==> config.mk <==
export PLATFORM = sky130hd
export DESIGN_NAME = vga_sync
export DESIGN_NICKNAME = d
export VERILOG_FILES = /design/src/rtl/vga_sync.sv
export SDC_FILE = /design/constraint.sdc
export NUM_CORES = 1
export LEC_CHECK = 0
export ABC_CLOCK_PERIOD_IN_PS = 4900
export CORE_MARGIN = 5
export CORE_UTILIZATION = 55
export CTS_CLUSTER_SIZE = 24
export DETAILED_ROUTE_END_ITERATION = 8
export DONT_BUFFER_PORTS = 1
export PLACE_DENSITY = 0.7
export SYNTH_ARGS = -nofsm -noshare
export SYNTH_HDL_FRONTEND = slang
export SYNTH_SLANG_ARGS = --single-unit
==> constraint.sdc <==
create_clock -name clk -period 4.9 [get_ports clk]
set_input_delay 0.735 -clock clk [delete_from_list [all_inputs] [get_ports clk]]
set_output_delay 0.735 -clock clk [all_outputs]
set_load 0.01 [all_outputs]
==> src/rtl/vga_sync.sv <==
// VGA timing generator: free-running pixel/line counters with phase FSMs,
// producing registered position, sync, visibility and start-of-line/frame pulses.
module vga_sync #(
  parameter int unsigned H_VISIBLE = 640,
  parameter int unsigned H_FRONT   = 16,
  parameter int unsigned H_SYNC    = 96,
  parameter int unsigned H_BACK    = 48,
  parameter int unsigned V_VISIBLE = 480,
  parameter int unsigned V_FRONT   = 10,
  parameter int unsigned V_SYNC    = 2,
  parameter int unsigned V_BACK    = 33
) (
  input  logic       clk,
  input  logic       reset,
  input  logic       pixel_en_i,
  output logic [9:0] column_o,
  output logic [9:0] row_o,
  output logic       hsync_o,
  output logic       vsync_o,
  output logic       visible_o,
  output logic       line_start_o,
  output logic       frame_start_o
);

  localparam int unsigned H_TOTAL = H_VISIBLE + H_FRONT + H_SYNC + H_BACK;
  localparam int unsigned V_TOTAL = V_VISIBLE + V_FRONT + V_SYNC + V_BACK;

  localparam logic [9:0] H_LAST     = 10'(H_TOTAL - 1);
  localparam logic [9:0] H_FP_START = 10'(H_VISIBLE);
  localparam logic [9:0] H_SY_START = 10'(H_VISIBLE + H_FRONT);
  localparam logic [9:0] H_BP_START = 10'(H_VISIBLE + H_FRONT + H_SYNC);
  localparam logic [9:0] V_LAST     = 10'(V_TOTAL - 1);
  localparam logic [9:0] V_FP_START = 10'(V_VISIBLE);
  localparam logic [9:0] V_SY_START = 10'(V_VISIBLE + V_FRONT);
  localparam logic [9:0] V_BP_START = 10'(V_VISIBLE + V_FRONT + V_SYNC);

  localparam logic [1:0] H_VIS = 2'd0;
  localparam logic [1:0] H_FP  = 2'd1;
  localparam logic [1:0] H_SY  = 2'd2;
  localparam logic [1:0] H_BP  = 2'd3;
  localparam logic [1:0] V_VIS = 2'd0;
  localparam logic [1:0] V_FP  = 2'd1;
  localparam logic [1:0] V_SY  = 2'd2;
  localparam logic [1:0] V_BP  = 2'd3;

  logic [9:0] h_cnt_reg, h_cnt_next;
  logic [9:0] v_cnt_reg, v_cnt_next;
  logic [1:0] h_state_reg, h_state_next;
  logic [1:0] v_state_reg, v_state_next;
  logic       h_wrap, v_wrap;

  // Each FSM state always names the phase its counter is currently in.
  always_comb begin
    h_wrap       = (h_cnt_reg == H_LAST);
    v_wrap       = (v_cnt_reg == V_LAST);
    h_cnt_next   = h_wrap ? 10'd0 : h_cnt_reg + 10'd1;
    v_cnt_next   = v_cnt_reg;
    h_state_next = h_state_reg;
    v_state_next = v_state_reg;

    if (h_cnt_next == H_FP_START)      h_state_next = H_FP;
    else if (h_cnt_next == H_SY_START) h_state_next = H_SY;
    else if (h_cnt_next == H_BP_START) h_state_next = H_BP;
    else if (h_cnt_next == 10'd0)      h_state_next = H_VIS;

    if (h_wrap) begin
      v_cnt_next = v_wrap ? 10'd0 : v_cnt_reg + 10'd1;
      if (v_cnt_next == V_FP_START)      v_state_next = V_FP;
      else if (v_cnt_next == V_SY_START) v_state_next = V_SY;
      else if (v_cnt_next == V_BP_START) v_state_next = V_BP;
      else if (v_cnt_next == 10'd0)      v_state_next = V_VIS;
    end
  end

  always_ff @(posedge clk) begin
    if (reset) begin
      h_cnt_reg     <= 10'd0;
      v_cnt_reg     <= 10'd0;
      h_state_reg   <= H_VIS;
      v_state_reg   <= V_VIS;
      column_o      <= 10'd0;
      row_o         <= 10'd0;
      hsync_o       <= 1'b1;
      vsync_o       <= 1'b1;
      visible_o     <= 1'b0;
      line_start_o  <= 1'b0;
      frame_start_o <= 1'b0;
    end else begin
      line_start_o  <= 1'b0;
      frame_start_o <= 1'b0;
      if (pixel_en_i) begin
        h_cnt_reg     <= h_cnt_next;
        v_cnt_reg     <= v_cnt_next;
        h_state_reg   <= h_state_next;
        v_state_reg   <= v_state_next;
        // Outputs decode the pre-increment position: one enabled cycle of latency.
        column_o      <= h_cnt_reg;
        row_o         <= v_cnt_reg;
        hsync_o       <= (h_state_reg != H_SY);
        vsync_o       <= (v_state_reg != V_SY);
        visible_o     <= (h_state_reg == H_VIS) && (v_state_reg == V_VIS);
        line_start_o  <= (h_cnt_reg == 10'd0);
        frame_start_o <= (h_cnt_reg == 10'd0) && (v_cnt_reg == 10'd0);
      end
    end
  end

endmodule

* Yosys cells after proc, flatten, opt, wreduce, memory -nomap -nowiden
Cells that the tools add are included.
** Operators by class
- Add/subtract/negate cells :: 2
- Equal/unequal tests :: 10
- Reductions and logical operators :: 14
- Bitwise logic cells :: 1
- Mux-type cells :: 10
** Operators by type and width (count)
- $eq 10x10->1 const B :: 5
- $logic_not 10->1 :: 4
- $eq 10x9->1 const B :: 3
- $add 10x1->10 const B :: 2
- $mux 10 :: 2
- $mux 2 :: 8
- $reduce_bool 4->1 :: 2
- $logic_not 2->1 :: 2
- $ne 2x2->1 const B :: 2
- $reduce_and 2->1 :: 2
- $reduce_and 3->1 :: 1
- $logic_and 1x1->1 :: 2
- $reduce_or 2->1 :: 1
- $not 1->1 :: 1
** Storage, ports and cells
- Register bits after elaboration :: 49
- Output and inout bits :: 25

* Longest topological paths before layout
- Depth in word-level cells :: 7
- Depth in mapped cells :: 11
- Depth with buffers taken out :: 9

* Least setup slack after synthesis
Ideal clock, no wire load.
- Path type :: register to register
- From :: register h_cnt_reg[0]
- To :: register h_state_reg[0]
- Setup slack :: 2.660 ns
- Required time :: 4.776 ns
- Arrival time :: 2.116 ns
- Setup time :: 0.124 ns
- Stages on the path, launching flop included :: 11
- Cell sequence :: dfxtp_1 -> ha_1 -> buf_4 -> and4_4 -> and4_1 -> buf_4 -> nor2_1 -> or3_4 -> nor3_2 -> and4_1 -> o32ai_1
** Between the ends
- Longest elaborated chain between the ends :: 6
- Elaborated cells between the ends (all ways) :: 12
- Those cells by class :: 1 x add/sub; 4 x eq/ne; 4 x mux; 3 x reduce/logical
** RTL lines
- from (decl) :: RTL line 46 : logic [9:0] h_cnt_reg, h_cnt_next;
- from (signal assigned) :: RTL line 92 : h_cnt_reg <= h_cnt_next;
- $add 10x1->10 or $eq 10x10->1 (tied branches) :: RTL line 56, 54
- $mux 10 (*) :: RTL line 56 : h_cnt_next = h_wrap ? 10'd0 : h_cnt_reg + 10'd1;
- $eq 10x10->1 :: RTL line 63 : else if (h_cnt_next == H_BP_START) h_state_next = H_BP;
- $mux 2 :: RTL line 63
- $mux 2 :: RTL line 62 : else if (h_cnt_next == H_SY_START) h_state_next = H_SY;
- $mux 2 :: RTL line 61 : if (h_cnt_next == H_FP_START) h_state_next = H_FP;
- to (signal assigned) :: RTL line 94 : h_state_reg <= h_state_next;
- to (decl) :: RTL line 48 : logic [1:0] h_state_reg, h_state_next;
Every way passes the cells marked *; elsewhere a longest branch is shown, timed or not.
A chain may end at the register's enable or synchronous reset.

* Final worst setup path
Same ends and word-level chain as after synthesis.

==> metrics.txt <==
register area share after synthesis=36.00%; synth top area cells=dfxtp_1 (36%), mux2i_1 (9.6%), nor2_1 (7.0%), xor2_1 (3.2%), nand2_1 (3.2%); largest net degree at the start of global routing=50; worst-path fanout max=10; Starting Density=57.32%; Fin. Hold Viols=0; Tmin final=2645 ps; Die H=80.39 um; final-report setup violation count=0; pwr/cell area=275.9 mW/mm^2; maximum vdd ir drop=252.8 uV; Gate Count Post-Synth=332; critical path class=reg2reg; row cnt=25; outcome=completed; GRT Util Overall=17.97%; Sink Count=49; Arr. time, crit path=2830 ps; Hold Crit Start=reset; DRT iter0 DRCs=174; vias per inst=5.937; worst hold margin=488.3 ps; RSZ-0062 raised after global routing=false; yosys synthesis warning count=0; DRC Markers=0; largest area contributor in the netlist=dfxtp_1; layout filler cell count=443; Die ar.=0.006463 mm^2; Setup TNS=0 ps; clock tree buffer depth=2; GR Overflow Total=0; ys flop type=dfxtp_1; layout cells sized above 1=5.769%; Synthesized Nets=340; maximum clock frequency=378.1 MHz; Post-Syn Area=0.002725 mm^2; Critical Path End Type=flop; CP required=5090 ps; Routed Antenna Nets=0; asr flop ratio synth=0%; Ant. Diodes=0; EDFF count, synth=0; antenna violations before repair=0; Overall Power=777.5 uW; total number of vias=2250; GP Congestion=0.8989; critical path launch point=h_cnt_reg[0]; Final Slew Violations=0; Die X=80.39 um; Reg-to-Reg Start=h_cnt_reg[0]; # H-tree levels=2; post-DR wirelength/cell=14.81 um; Root Driver=clkbuf_8; Placeable Area=0.004755 mm^2; end-of-flow core utilization=59.26%; P_leak=0.001085 uW; vias in the first global route=1924; Slew Limit Headroom=66.29%; Setup Skew=7.580 ps; share of the synthesized area in the top cell type=36.00%; CTS hold repair buffers=0; first-pass GRT wire length=9294 um; Yosys reg bits=49; Detailed Place HPWL=3742 um; post-CTS resize count=0; period utilization=53.98%; # IOs=28; Worst Hold Class=in2reg; DRT Pass-1 Iters=5; Routed WL=5614 um; Port Buf Inserts=0; worst-margin pin slew=505.0 ps; Mean Syn Cell Area=8.208 um^2; clk_lat worst skew=300 ps; CTS clk-pin slew, worst paths=90 ps; Worst Setup Start Kind=flop; area delta synth->final=3.398%; clock buffer count from CTS=5; post-layout net count=319; Post-CTS Setup Bufs=0; Netlist cell types=56; max cap viols=0; TritonCTS clock tree=built
## through the flow
stage | worst slack (ps) | instances | cell area [um^2]
after detailed placement | 2306 | 371 | 2680
after global placement | 2433 | 371 | 2680
after CTS | 2295 | 379 | 2818
after floorplan | 2660 | 332 | 2725
after global routing | 2143 | 379 | 2818
final | 2255 | 379 | 2818
## cell usage after synthesis (5+ instances only)
master / number
nor2_1: 51
clkbuf_1: 11
mux2i_1: 26
ha_1: 5
a21oi_1: 15
xor2_1: 10
nor2b_1: 5
inv_1: 9
xnor2_1: 6
dfxtp_1: 49
a211oi_1: 5
nand3_1: 12
o21ai_0: 13
buf_2: 12
nor3_1: 7
nor4_1: 5
nand2_1: 23
and3_1: 9
## path summary, 6_finish.rpt
kind | to | slack [ps] | cells past startpoint
worst min-delay path | visible_o | 490 | 1
worst max register to register | h_state_reg[0] | 2250 | 8
worst min register to register | h_state_reg[0] | 510 | 2
worst max-delay path | h_state_reg[0] | 2250 | 8
## critical path: stages, from the launching register on
cell and delay (ps):
dfxtp_1 480, ha_1 410, and4_4 310, and4_1 370, nor2_1 90, or3_4 340
nor3_2 190, and4_1 240, o32ai_1 100
## area by class of cell
class                   count  area [um^2]  share of cell area, %
clock buffers               5        68.82                  2.442
well taps                  67        83.83                  2.975
clock inverters             3        68.82                  2.442
inverters                   9        33.78                  1.199
flip-flops and latches     49        980.9                  34.81
multi-input cells         246         1582                  56.13
## power by group
group	switching, uW	internal [uW]	leakage [uW]	total, uW
Sequential	8.01	403	0.000396	411
Combinational	8.81	12.7	0.000620	21.5
Clock	140	205	0.0000687	345
Total	156	621	0.00108	777
## metal layers
metal,global-route usage [%],part of all wire (%),vias to the layer above
met5,0,0,-
met4,5.068,0.98,0
met3,4.596,6.8,6
met2,25.17,41,78
met1,26.82,51,1040
li1,-,-,1126
## cell families after synthesis
family | count (synthesis) | share of synthesized area, %
simple gates | 144 | 27.69
fa+ha+maj | 5 | 2.296
xor+xnor | 16 | 5.142
compound gates | 55 | 13.36
buf+inv | 37 | 5.969
flops | 49 | 36.00
mux | 26 | 9.550
## layout by cell type, fill, tap and decap left out, types with 2 or more instances in the layout
master / count
nor2b_1: 5
nor3_2: 2
a211oi_1: 5
o21a_1: 2
o32ai_1: 2
nand4b_1: 2
ha_1: 5
a41o_1: 2
nor4_1: 5
nand3_1: 12
clkbuf_8: 5
nor3_1: 7
mux2i_1: 26
and4_1: 3
a21oi_1: 15
nand4_1: 3
and2_1: 2
dfxtp_1: 49
inv_1: 9
a31oi_1: 3
nand3b_1: 4
bufinv_16: 2
nand2_1: 23
or4_1: 2
xor2_1: 10
nand2b_1: 4
o21ai_0: 13
xnor2_1: 6
and3_1: 9
nor2_1: 51
(Power assumes the default switching activity.)
